==> config.mk <==
export PLATFORM = sky130hd
export DESIGN_NAME = keypad_scanner
export DESIGN_NICKNAME = d
export VERILOG_FILES = /design/src/rtl/teclas_pkg.sv /design/src/rtl/keypad_sync.sv /design/src/rtl/keypad_scanner.sv
export SDC_FILE = /design/constraint.sdc
export NUM_CORES = 1
export LEC_CHECK = 0
export ABC_AREA = 1
export BUFFER_PORTS_ARGS = -buffer_cell sky130_fd_sc_hd__buf_4
export CORE_UTILIZATION = 35
export DETAILED_ROUTE_END_ITERATION = 16
export PLACE_DENSITY = 0.51
export SYNTH_ARGS = -nofsm -noshare
export SYNTH_HDL_FRONTEND = slang
export SYNTH_HIERARCHICAL = 1
export SYNTH_SLANG_ARGS = --single-unit
==> constraint.sdc <==
create_clock -name clk -period 10.9 [get_ports clk]
set_clock_uncertainty 0.2 [all_clocks]
set_input_delay 1.09 -clock clk [delete_from_list [all_inputs] [get_ports clk]]
set_output_delay 1.09 -clock clk [all_outputs]
set_load 0.01 [all_outputs]
==> src/rtl/teclas_pkg.sv <==
// Key-code constants, scanner state encoding and keypad map shared by the
// keypad scanner and the calculator.
package teclas_pkg;

  localparam int unsigned KEY_W = 5;

  typedef logic [KEY_W-1:0] key_t;

  localparam key_t T_0    = 5'd0;
  localparam key_t T_1    = 5'd1;
  localparam key_t T_2    = 5'd2;
  localparam key_t T_3    = 5'd3;
  localparam key_t T_4    = 5'd4;
  localparam key_t T_5    = 5'd5;
  localparam key_t T_6    = 5'd6;
  localparam key_t T_7    = 5'd7;
  localparam key_t T_8    = 5'd8;
  localparam key_t T_9    = 5'd9;
  localparam key_t T_A    = 5'd10;
  localparam key_t T_B    = 5'd11;
  localparam key_t T_C    = 5'd12;
  localparam key_t T_D    = 5'd13;
  localparam key_t T_ASTE = 5'd14;
  localparam key_t T_HASH = 5'd15;
  localparam key_t T_NULL = 5'd31;

  typedef enum logic [1:0] {
    S_IDLE,
    S_DEBOUNCE,
    S_HELD
  } scan_state_e;

  // Result of one full scan: single is set only when exactly one key is down.
  typedef struct packed {
    logic single;
    key_t code;
  } scan_res_t;

  // Physical key at snapshot index {row, col}.
  function automatic key_t key_at(input logic [3:0] idx);
    key_t k;
    case (idx)
      4'd0:    k = T_1;
      4'd1:    k = T_2;
      4'd2:    k = T_3;
      4'd3:    k = T_A;
      4'd4:    k = T_4;
      4'd5:    k = T_5;
      4'd6:    k = T_6;
      4'd7:    k = T_B;
      4'd8:    k = T_7;
      4'd9:    k = T_8;
      4'd10:   k = T_9;
      4'd11:   k = T_C;
      4'd12:   k = T_ASTE;
      4'd13:   k = T_0;
      4'd14:   k = T_HASH;
      default: k = T_D;
    endcase
    return k;
  endfunction

endpackage

==> src/rtl/keypad_sync.sv <==
// Two-flop synchronizer for the asynchronous, active-low keypad rows.
module keypad_sync #(
  parameter int unsigned W = 4
) (
  input  logic         clk,
  input  logic         rst_n,
  input  logic [W-1:0] d_i,
  output logic [W-1:0] q_o
);

  logic [W-1:0] s1_q;
  logic [W-1:0] s2_q;

  // Idle rows read high through the pull-ups.
  always_ff @(posedge clk or negedge rst_n) begin
    if (!rst_n) begin
      s1_q <= '1;
      s2_q <= '1;
    end else begin
      s1_q <= d_i;
      s2_q <= s1_q;
    end
  end

  assign q_o = s2_q;

endmodule

==> src/rtl/keypad_scanner.sv <==
// 4x4 keypad scanner with debounce; one key pulse per accepted press.
// Define KEYPAD_REPEAT_EN to add auto-repeat pulses while a key is held.
module keypad_scanner
  import teclas_pkg::*;
#(
  parameter int unsigned SCAN_TICKS     = 4,
  parameter int unsigned DEBOUNCE_SCANS = 2
`ifdef KEYPAD_REPEAT_EN
  ,
  parameter int unsigned REPEAT_DELAY   = 500,
  parameter int unsigned REPEAT_PERIOD  = 150
`endif
) (
  input  logic       clk,
  input  logic       rst_n,
  input  logic [3:0] row_n,
  output logic [3:0] col_n,
  output logic [4:0] key,
  output logic       key_valid,
  output logic       key_held
);

  localparam int unsigned TICK_W = $clog2(SCAN_TICKS);
  localparam int unsigned CNT_W  = $clog2(DEBOUNCE_SCANS + 1);

  logic [3:0]        row_sync;
  logic [TICK_W-1:0] tick_q;
  logic [1:0]        col_q;
  logic [3:0]        col_n_q;
  logic [15:0]       snap_q, snap_d;
  logic              last_tick, scan_done;
  scan_res_t         res;

  scan_state_e       state_q, state_d;
  key_t              cand_q, cand_d, key_q, key_d;
  logic [CNT_W-1:0]  cnt_q, cnt_d, cnt_inc;
  logic              valid_q, valid_d, held_q, held_d, emit_c;

  keypad_sync #(.W(4)) u_sync (
    .clk   (clk),
    .rst_n (rst_n),
    .d_i   (row_n),
    .q_o   (row_sync)
  );

  // 0 keys or several keys both collapse to T_NULL with single cleared.
  function automatic scan_res_t encode(input logic [15:0] snap);
    scan_res_t   r;
    int unsigned n;
    r = '{single: 1'b0, code: T_NULL};
    n = 0;
    for (int unsigned i = 0; i < 16; i++) begin
      if (snap[i]) begin
        n++;
        r.code = key_at(4'(i));
      end
    end
    if (n == 1) r.single = 1'b1;
    else        r.code   = T_NULL;
    return r;
  endfunction

  assign last_tick = (tick_q == TICK_W'(SCAN_TICKS - 1));
  assign scan_done = last_tick && (col_q == 2'd3);

  // Snapshot bit {row, col} is 1 when that key reads as pressed.
  always_comb begin
    snap_d = snap_q;
    if (last_tick) begin
      for (int unsigned r = 0; r < 4; r++) snap_d[{2'(r), col_q}] = ~row_sync[r];
    end
  end

  assign res = encode(snap_d);

  always_ff @(posedge clk or negedge rst_n) begin
    if (!rst_n) begin
      tick_q  <= '0;
      col_q   <= '0;
      col_n_q <= 4'b1110;
      snap_q  <= '0;
    end else begin
      snap_q <= snap_d;
      if (last_tick) begin
        tick_q  <= '0;
        col_q   <= col_q + 2'd1;
        col_n_q <= ~(4'b0001 << (col_q + 2'd1));
      end else begin
        tick_q <= tick_q + TICK_W'(1);
      end
    end
  end

  assign cnt_inc = (cnt_q == CNT_W'(DEBOUNCE_SCANS)) ? cnt_q : cnt_q + CNT_W'(1);

`ifdef KEYPAD_REPEAT_EN
  localparam int unsigned REP_W = $clog2(REPEAT_DELAY);
  logic [REP_W-1:0] rep_q, rep_d;
`endif

  always_comb begin
    state_d = state_q;
    cand_d  = cand_q;
    cnt_d   = cnt_q;
    key_d   = T_NULL;
    valid_d = 1'b0;
    held_d  = held_q;
    emit_c  = 1'b0;
    case (state_q)
      S_IDLE: begin
        if (scan_done && res.single) begin
          cand_d  = res.code;
          cnt_d   = CNT_W'(1);
          state_d = S_DEBOUNCE;
          if (DEBOUNCE_SCANS == 1) emit_c = 1'b1;
        end
      end
      S_DEBOUNCE: begin
        if (scan_done) begin
          if (!res.single) begin
            state_d = S_IDLE;
            cnt_d   = '0;
          end else if (res.code == cand_q) begin
            cnt_d = cnt_inc;
            if (cnt_inc == CNT_W'(DEBOUNCE_SCANS)) emit_c = 1'b1;
          end else begin
            cand_d = res.code;
            cnt_d  = CNT_W'(1);
          end
        end
      end
      S_HELD: begin
        // Anything other than the held key alone counts towards release.
        if (scan_done) begin
          if (res.single && (res.code == cand_q)) begin
            cnt_d = '0;
          end else begin
            cnt_d = cnt_inc;
            if (cnt_inc == CNT_W'(DEBOUNCE_SCANS)) begin
              cnt_d   = '0;
              held_d  = 1'b0;
              state_d = S_IDLE;
            end
          end
        end
      end
      default: state_d = S_IDLE;
    endcase
    if (emit_c) begin
      key_d   = cand_d;
      valid_d = 1'b1;
      held_d  = 1'b1;
      cnt_d   = '0;
      state_d = S_HELD;
    end
`ifdef KEYPAD_REPEAT_EN
    // Reload keeps the period without a second counter; assumes PERIOD <= DELAY.
    rep_d = '0;
    if ((state_q == S_HELD) && (state_d == S_HELD)) begin
      if (rep_q == REP_W'(REPEAT_DELAY - 1)) begin
        rep_d   = REP_W'(REPEAT_DELAY - REPEAT_PERIOD);
        key_d   = cand_q;
        valid_d = 1'b1;
      end else begin
        rep_d = rep_q + REP_W'(1);
      end
    end
`endif
  end

  always_ff @(posedge clk or negedge rst_n) begin
    if (!rst_n) begin
      state_q <= S_IDLE;
      cand_q  <= T_NULL;
      cnt_q   <= '0;
      key_q   <= T_NULL;
      valid_q <= 1'b0;
      held_q  <= 1'b0;
`ifdef KEYPAD_REPEAT_EN
      rep_q   <= '0;
`endif
    end else begin
      state_q <= state_d;
      cand_q  <= cand_d;
      cnt_q   <= cnt_d;
      key_q   <= key_d;
      valid_q <= valid_d;
      held_q  <= held_d;
`ifdef KEYPAD_REPEAT_EN
      rep_q   <= rep_d;
`endif
    end
  end

  assign col_n     = col_n_q;
  assign key       = key_q;
  assign key_valid = valid_q;
  assign key_held  = held_q;

endmodule
==> results of run 1 <==
-- sequential cells by signal, indices dropped and copies added (netlist names) --
name	flops
col_q	2
col_n	4
snap_q	16
u_sync/s1_q	4
key	5
key_valid	1
cand_q	5
key_held	1
cnt_q	2
tick_q	2
u_sync/q_o	4
state_q	2
-- routing by layer --
layer  GRT usage [%]  up-vias  part of all wire [%]
li1                -     2127                     -
met1            21.0     1787                    51
met2            26.5       27                    46
met3            1.29        6                   1.3
met4            4.04        0                   1.1
met5               0        -                     0
-- stage by stage --
stage | area (µm²) | utilization [%] | power (W)
global placement | 4610 | 38.3 | 0.000473
finish | 4850 | 40.4 | 0.000647
floorplan | 4320 | - | 0.000425
detailed placement | 4610 | 38.3 | 0.000478
global route | 4850 | 40.4 | 0.000711
CTS | 4770 | 39.7 | 0.000648
-- cell type report --
cell class,instances,area (µm²)
repair buffers,22,165
well taps,147,184
clock inverters,2,16.3
flip-flops and latches,48,1230
clock buffers,6,150
multi-input cells,488,2680
inverters,115,432
fillers,1266,7160
-- power groups by stage --
| stage | clock (W) | combinational, W | sequential (W) |
|---|---|---|---|
| 2_1_floorplan | 0 | 0.000222 | 0.000203 |
| 3_3_place_gp | 0 | 0.000267 | 0.000206 |
| 3_5_place_dp | 0 | 0.000272 | 0.000206 |
| 4_1_cts | 0.000172 | 0.000273 | 0.000203 |
| 5_1_grt | 0.000179 | 0.000327 | 0.000204 |
| 6_report | 0.000166 | 0.000278 | 0.000203 |
-- cell families (layout without fill, tap and decap cells) --
group                      count (synthesis)  after routing
buffers and inverters                    118            145
adders and majority gates                 28             28
AOI/OAI and AO/OA                         50             51
DFF                                       48             48
xor gates and xnor gates                   2              2
and+or+nand+nor                          407            407
-- cell usage in the layout (no fill, tap or decap), types with 8 or more instances in the layout --
cell       n
inv_2     12
dfrtp_1   27
buf_4     22
nand2_2   24
o21ai_0    8
nand4_1    8
ha_1      27
nor2_1    51
nand3_2   18
nand2_1  197
o21ai_1   13
nand3_1   78
dfstp_2   21
inv_1    103
-- repair_timing --
action	4_1_cts	5_1_grt
buffers inserted	0	6
hold endpoints to repair	0	0
endpoints found under the setup margin	0	12
resized for setup	0	6
-- worst max path at each step --
stage | startpoint | endpoint | slack (ns)
finish | col_q[0]$_DFFE_PN0N_ | state_q[0]$_DFFE_PN0P_ | 0.99
global route | tick_q[0]$_DFF_PN0_ | state_q[0]$_DFFE_PN0P_ | 0.04
CTS | tick_q[0]$_DFF_PN0_ | state_q[1]$_DFFE_PN0P_ | 0.54
detailed placement | tick_q[0]$_DFF_PN0_ | state_q[0]$_DFFE_PN0P_ | 0.58
global placement | tick_q[0]$_DFF_PN0_ | state_q[1]$_DFFE_PN0P_ | 0.90
floorplan | tick_q[0]$_DFF_PN0_ | state_q[1]$_DFFE_PN0P_ | 1.55
==> flow_summary.toml, run 1 <==
[floorplanning]
die_width_um = 113
pin_count = 17
dieArea_um2 = 12800
std_cell_rows = 40
initial_core_util_pct = 36.0
coreArea_um2 = 12000
die_y_um = 113

[sta]
rsz0062_at_grt = "false"
finalWorstSetupSlack_ns = 0.992
hold_slack_ns = 0.156
fin_tns_setup_ns = 0
setup_viol = 0
max-slew-margin-rel_pct = 56.9
finalCritPeriodShare_pct = 90.9
tightest_slew_ns = 0.642
finalHoldViolations = 0
slew_viol_final = 0
fmax_ghz = 0.101
fin_crit_ns = 9.91

[synth]
synth_top_area_share_pct = 17.1
synth_fa_ha_area_share_pct = 8.11
synthArstFlopShare_pct = 100
synth.most_common_cell = "nand2_1"
yosys.area_share.xor_xnor_pct = 0.405
synth_top_family_by_area = "simple AND/OR/NAND/NOR gates"
syn_inst = 653
synth_edf_count = 0
synthSimpleGateAreaFrac_pct = 45.0
yosys.area.top_type = "nand2_1"
synthTopCellsByCount = "nand2_1, inv_1, nand3_1"
yosys.cell_types.count = 41
synth_area_um2 = 4320
ys_seq_elements = 48
synthTopCellsByArea = "nand2_1, dfrtp_1, dfstp_2, nand3_1, inv_1"
synthMuxAreaShare_pct = 0
ys_seq_area_share_pct = 28.4
ys.flop_type = "dfrtp_1"
avgSynthCellArea_um2 = 6.62
synth-compound-area-share_pct = 7.67
synth_nets = 687
yosys_warnings = 6

[placed_design]
io_buffers = 16
gp_congestion = 0.825
hpwlAfterDp_um = 7380
pre_cts_ws_ns = 0.581
dp_cells = 813

[power]
switching_share_pct = 39.8
comb_power_share_pct = 43.0
leakage_nw = 2.59
p_per_area_nw_per_um2 = 133
clock_power_share_pct = 25.7
seqPwrFrac_pct = 31.3
power.switching_w = 0.000257
internal_power_w = 0.000390
vdd_drop_max_mv = 0.116

[cts]
hold_buffers = 0
insertion_delay_ns = 0.29
cts_root_buf = "clkbuf_16"
path_clk_slew_ns = 0.07
htree_levels = 2
clock_path_buffers = 2
cts_tree = "built"
cts_buffers = 5
cts.sinks = 48

[worst_setup_path]
cp-start-kind = "flip-flop"
worst-path-stages = 61
worst_path_most_repeated_cell = "nand2_1"
reg2reg_slack_ns = 0.99
crit_type = "flip-flop to flip-flop"
crit_fanout = 8
critPathRequiredTime_ns = 10.88
cp_num_buf_inv = 4
cpPeakStageDelay_ns = 0.39
cp_slowest_cell = "dfrtp_1"
worstReg2RegStart = "col_q[0]$_DFFE_PN0N_"
r2r_end = "state_q[0]$_DFFE_PN0P_"
r2r_cells = 61
crit_family = "adder cells"
cp-end-kind = "flip-flop"
arrival_ns = 9.88

[worst_hold_path]
holdPathStages = 0
hold_path_class = "flip-flop to flip-flop"
hold_end = "u_sync/q_o[2]$_DFF_PN1_"
hp-start = "u_sync/s1_q[2]$_DFF_PN1_"

[detailed_routing]
drc = 0
drtIter0Drc = 162
wl_um = 9170
final_antenna_net_count = 0
vias_per_cell = 4.77
routedWlPerCell_um = 11.1
firstDrtPassIters = 4
vias = 3947

[final_layout]
instances_no_fill = 828
layout.nets = 714
antennaDiodeCount = 0
syn2layout_area_growth_pct = 12.3
drive_gt1_share_pct = 19.2

[status]
outcome = "finished, final reports clean"

[grt]
grt_overflow = 0
grt_pass1_wl_um = 16500
grt_pass1_vias = 3686
grt_max_degree = 49
antenna_found_initial = 0
track_usage_pct = 15.5

[run]
maxCapViolCount = 0
(Power assumes the default switching activity.)
==> run 2, diff against run 1 <==
- BUFFER_PORTS_ARGS: -buffer_cell sky130_fd_sc_hd__buf_4 -> default
- CAP_MARGIN: default -> 20
- DONT_BUFFER_PORTS: default -> 1
- PLACE_DENSITY: 0.51 -> 0.5
- REMOVE_ABC_BUFFERS: default -> 1
==> flow_summary.toml, run 2 (synthesis gave the netlist of run 1 again) <==
[worst_setup_path]
critPathRequiredTime_ns = 10.88
cp-end-kind = "flip-flop"
arrival_ns = 9.95
worst_path_most_repeated_cell = "nand2_1"
cp-start-kind = "flip-flop"
r2r_cells = 61
crit_fanout = 10
cp_slowest_cell = "dfrtp_1"
r2r_end = "state_q[1]$_DFFE_PN0P_"
reg2reg_slack_ns = 0.93
cpPeakStageDelay_ns = 0.41
worstReg2RegStart = "col_q[0]$_DFFE_PN0N_"
crit_type = "flip-flop to flip-flop"

[placed_design]
hpwlAfterDp_um = 7310
dp_cells = 798
pre_cts_ws_ns = 0.589
io_buffers = 0
gp_congestion = 0.795

[detailed_routing]
drtIter0Drc = 160
routedWlPerCell_um = 11.2
vias_per_cell = 4.71
wl_um = 9070
vias = 3801
firstDrtPassIters = 4
final_antenna_net_count = 0
drc = 0

[final_layout]
instances_no_fill = 807
final_cell_mix = "nand2_1, inv_1, nand3_1"
drive_gt1_share_pct = 16.5
layout_commonest_cell = "nand2_1"
top_register = "snap_q"
largest_reg_flops = 16
layout.nets = 693
antennaDiodeCount = 0
syn2layout_area_growth_pct = 7.99

[grt]
grt_overflow = 0
track_usage_pct = 15.4
grt_pass1_wl_um = 16300
grt_max_degree = 49
grt_pass1_vias = 3657
antenna_found_initial = 0

[sta]
finalWorstSetupSlack_ns = 0.932
fmax_ghz = 0.100
tightest_slew_ns = 0.616
fin_crit_ns = 9.97
finalCritPeriodShare_pct = 91.5
slew_viol_final = 0
rsz0062_at_grt = "false"
setup_viol = 0
fin_tns_setup_ns = 0
finalHoldViolations = 0
max-slew-margin-rel_pct = 58.7

[floorplanning]
pin_count = 17
std_cell_rows = 40
initial_core_util_pct = 36.0
die_y_um = 113
dieArea_um2 = 12800
coreArea_um2 = 12000
die_width_um = 113

[worst_hold_path]
hold_end = "u_sync/q_o[0]$_DFF_PN1_"
holdPathStages = 0
hp-start = "u_sync/s1_q[0]$_DFF_PN1_"
hold_path_class = "flip-flop to flip-flop"

[power]
power.total_w = 0.000628
vdd_drop_max_mv = 0.0973
comb_power_share_pct = 42.5
internal_power_w = 0.000378
seqPwrFrac_pct = 32.4
clock_power_share_pct = 25.1
switching_share_pct = 39.8
p_per_area_nw_per_um2 = 135
power.switching_w = 0.000250
leakage_nw = 2.49

[cts]
cts.sinks = 48
insertion_delay_ns = 0.28
cts_tree = "built"
cts_buffers = 5
path_clk_slew_ns = 0.07
htree_levels = 2
clock_path_buffers = 2
cts_root_buf = "clkbuf_16"
hold_buffers = 0

[run]
maxCapViolCount = 0

[status]
outcome = "finished, final reports clean"
## run 2: power by group through the flow
stage | registers [W] | clock network, W | logic, W
final | 0.000203 | 0.000158 | 0.000267
after global routing | 0.000205 | 0.000171 | 0.000314
after CTS | 0.000203 | 0.000164 | 0.000267
after detailed placement | 0.000206 | 0 | 0.000266
after global placement | 0.000206 | 0 | 0.000262
after floorplan | 0.000203 | 0 | 0.000222
## run 2: worst max-delay path, delay by kind of cell, from the launching register on
| kind | cells | cell delay [ns] |
|---|---|---|
| flip-flops | 1 | 0.41 |
| buffers and inverters | 4 | 0.30 |
| AND/OR/NAND/NOR | 36 | 3.74 |
| AO/OA/AOI/OAI | 6 | 0.95 |
| adder cells (fa/ha/maj) | 15 | 4.23 |
## run 2: cell type report
cell class,instances,area (µm²)
fill,1267,7350
multi-input combinational,487,2660
sequential,48,1230
inverter,115,432
tap,147,184
clock buffer,6,139
timing repair buffer,2,15.0
clock inverter,2,13.8
## run 2: worst max path at each step
stage	to	startpoint	slack (ns)	cells after the start
6_report	state_q[1]$_DFFE_PN0P_	col_q[0]$_DFFE_PN0N_	0.93	61
5_1_grt	state_q[1]$_DFFE_PN0P_	tick_q[0]$_DFF_PN0_	0.002	64
4_1_cts	state_q[1]$_DFFE_PN0P_	tick_q[0]$_DFF_PN0_	0.54	58
3_5_place_dp	state_q[1]$_DFFE_PN0P_	tick_q[0]$_DFF_PN0_	0.59	58
3_3_place_gp	state_q[1]$_DFFE_PN0P_	tick_q[0]$_DFF_PN0_	0.90	58
2_1_floorplan	state_q[1]$_DFFE_PN0P_	tick_q[0]$_DFF_PN0_	1.55	60
## run 2: stage by stage
stage | util (%) | hold slack (ns) | cell area [µm²]
2_1_floorplan | - | 0.145 | 4300
3_3_place_gp | 37.4 | 0.146 | 4490
3_5_place_dp | 37.4 | 0.149 | 4490
4_1_cts | 38.7 | 0.159 | 4650
5_1_grt | 38.8 | 0.161 | 4670
6_report | 38.8 | 0.156 | 4670
## run 2: metal layers
layer  wire length (µm)  global-route usage, %  vias up
met4                119                   4.04        0
met2               3970                   25.9       31
met3                183                   1.87       11
met5                  0                      0        -
met1               4790                   21.0     1677
li1                   -                      -     2082
## run 2: repair_timing
action	CTS	global route
endpoints found under the setup margin	0	12
buffers inserted	0	1
resized for setup	0	4
==> run 3, diff against run 2 <==
- CAP_MARGIN: 20 -> default
- CELL_PAD_IN_SITES_DETAIL_PLACEMENT: default -> 2
- CELL_PAD_IN_SITES_GLOBAL_PLACEMENT: default -> 2
- CORE_UTILIZATION: 35 -> 36
- PLACE_DENSITY: 0.5 -> 0.81
==> flow_summary.toml, run 3 (synthesis gave the netlist of run 1 again) <==
[worst_setup_path]
critPathRequiredTime_ns = 10.92
worst_path_most_repeated_cell = "nand2_1"
cpPeakStageDelay_ns = 0.40
reg2reg_slack_ns = 0.64
arrival_ns = 10.28
cp-start-kind = "flip-flop"
r2r_cells = 63
crit_fanout = 5
setup.worst_path.start = "col_q[1]$_DFFE_PN0N_"
r2r_end = "cnt_q[1]$_DFFE_PN0P_"
worstReg2RegStart = "col_q[1]$_DFFE_PN0N_"
crit_type = "flip-flop to flip-flop"
cp_slowest_cell = "dfrtp_1"
crit_end = "cnt_q[1]$_DFFE_PN0P_"
cp-end-kind = "flip-flop"

[final_layout]
utilization_pct = 41.5
largest_reg_flops = 16
top_register = "snap_q"
final_cell_mix = "nand2_1, inv_1, nand3_1"
layout_commonest_cell = "nand2_1"
syn2layout_area_growth_pct = 11.0
drive_gt1_share_pct = 18.6
layout.nets = 700
antennaDiodeCount = 0

[grt]
grt_max_degree = 49
track_usage_pct = 22.4
antenna_found_initial = 0
grt_pass1_wl_um = 22900
grt_pass1_vias = 4831
grt_overflow = 0

[cts]
htree_levels = 2
cts_buffers = 5
insertion_delay_ns = 0.29
cts_tree = "built"
hold_buffers = 0
cts_root_buf = "clkbuf_16"
clock_path_buffers = 2
cts.sinks = 48
path_clk_slew_ns = 0.06

[sta]
setup_viol = 0
slew_viol_final = 0
fin_tns_setup_ns = 0
tightest_slew_ns = 0.681
hold_slack_ns = 0.159
finalHoldViolations = 0
fin_crit_ns = 10.26
max-slew-margin-rel_pct = 54.3
fmax_ghz = 0.0975
finalCritPeriodShare_pct = 94.1

[run]
maxCapViolCount = 0

[power]
leakage_nw = 2.54
vdd_drop_max_mv = 0.0992
p_per_area_nw_per_um2 = 141

[floorplanning]
coreArea_um2 = 11600
die_width_um = 112
pin_count = 17
dieArea_um2 = 12400
die_y_um = 112
initial_core_util_pct = 37.4
std_cell_rows = 39

[detailed_routing]
drtIter0Drc = 151
firstDrtPassIters = 4
routedWlPerCell_um = 17.0
vias = 4248
wl_um = 13800
vias_per_cell = 5.24
final_antenna_net_count = 0
drc = 0

[placed_design]
io_buffers = 0
hpwlAfterDp_um = 10300
gp_congestion = 0.792

[status]
outcome = "finished, final reports clean"

[worst_hold_path]
hold_path_class = "flip-flop to flip-flop"
==> run 3: changes by cell type in the layout (fill, tap and decap cells not counted), moves of 2 or more <==
cell     delta
nor2_1      -2
ha_4        +2
nand2_2     -3
nand2_4     +3
nor2_2      +2
buf_4       +6
==> run 3: final cells by class <==
class | count | area (µm²)
clock buffers | 6 | 139
clock inverters | 2 | 13.8
well taps | 143 | 179
fillers | 1397 | 6770
flip-flops and latches | 48 | 1230
repair buffers | 8 | 60.1
multi-input cells | 488 | 2740
inverters | 115 | 432
==> run 3: timing repair <==
action,4_1_cts,5_1_grt
pin swaps,0,2
setup endpoints to repair,2,15
gates resized for setup,2,18
gates cloned,0,1
setup buffers,0,7
==> run 3: worst min-delay path by stage <==
| stage | from | endpoint | slack (ns) | depth (start not counted) |
|---|---|---|---|---|
| after CTS | u_sync/s1_q[1]$_DFF_PN1_ | u_sync/q_o[1]$_DFF_PN1_ | 0.16 | 0 |
| after detailed placement | u_sync/s1_q[0]$_DFF_PN1_ | u_sync/q_o[0]$_DFF_PN1_ | 0.15 | 0 |
| final | u_sync/s1_q[0]$_DFF_PN1_ | u_sync/q_o[0]$_DFF_PN1_ | 0.16 | 0 |
| after global placement | u_sync/s1_q[0]$_DFF_PN1_ | u_sync/q_o[0]$_DFF_PN1_ | 0.15 | 0 |
| after floorplan | u_sync/s1_q[0]$_DFF_PN1_ | u_sync/q_o[0]$_DFF_PN1_ | 0.15 | 0 |
| after global routing | u_sync/s1_q[2]$_DFF_PN1_ | u_sync/q_o[2]$_DFF_PN1_ | 0.16 | 0 |
==> run 3: per-layer routing <==
metal	vias to the layer above	wire length (µm)	GRT usage [%]
li1	2098	-	-
met2	42	7260	43.9
met4	0	167	4.95
met1	2091	6130	25.9
met3	17	246	2.34
met5	-	0	0
==> run 3: critical path: cells and delay by family, from the launching register on <==
family	cells	cell delay, ns
AO/OA/AOI/OAI	5	0.83
adder cells (fa/ha/maj)	15	4.25
buffers and inverters	5	0.43
flip-flops	1	0.40
AND/OR/NAND/NOR	38	4.07
==> run 3: stage by stage <==
step	area [µm²]	setup slack, ns	instances	power, W
floorplan	4300	1.55	650	0.000425
global route	4790	-0.0969	810	0.000727
CTS	4640	0.186	802	0.000663
detailed placement	4490	0.100	794	0.000497
finish	4790	0.640	810	0.000677
global placement	4490	0.841	794	0.000472
==> run 3: where the power goes <==
part,leakage [nW],switching (W),internal [W]
clock network,0.0772,0.0000694,0.0000919
logic,1.91,0.000211,0.0000990
registers,0.551,0.0000103,0.000195
total,2.54,0.000291,0.000386
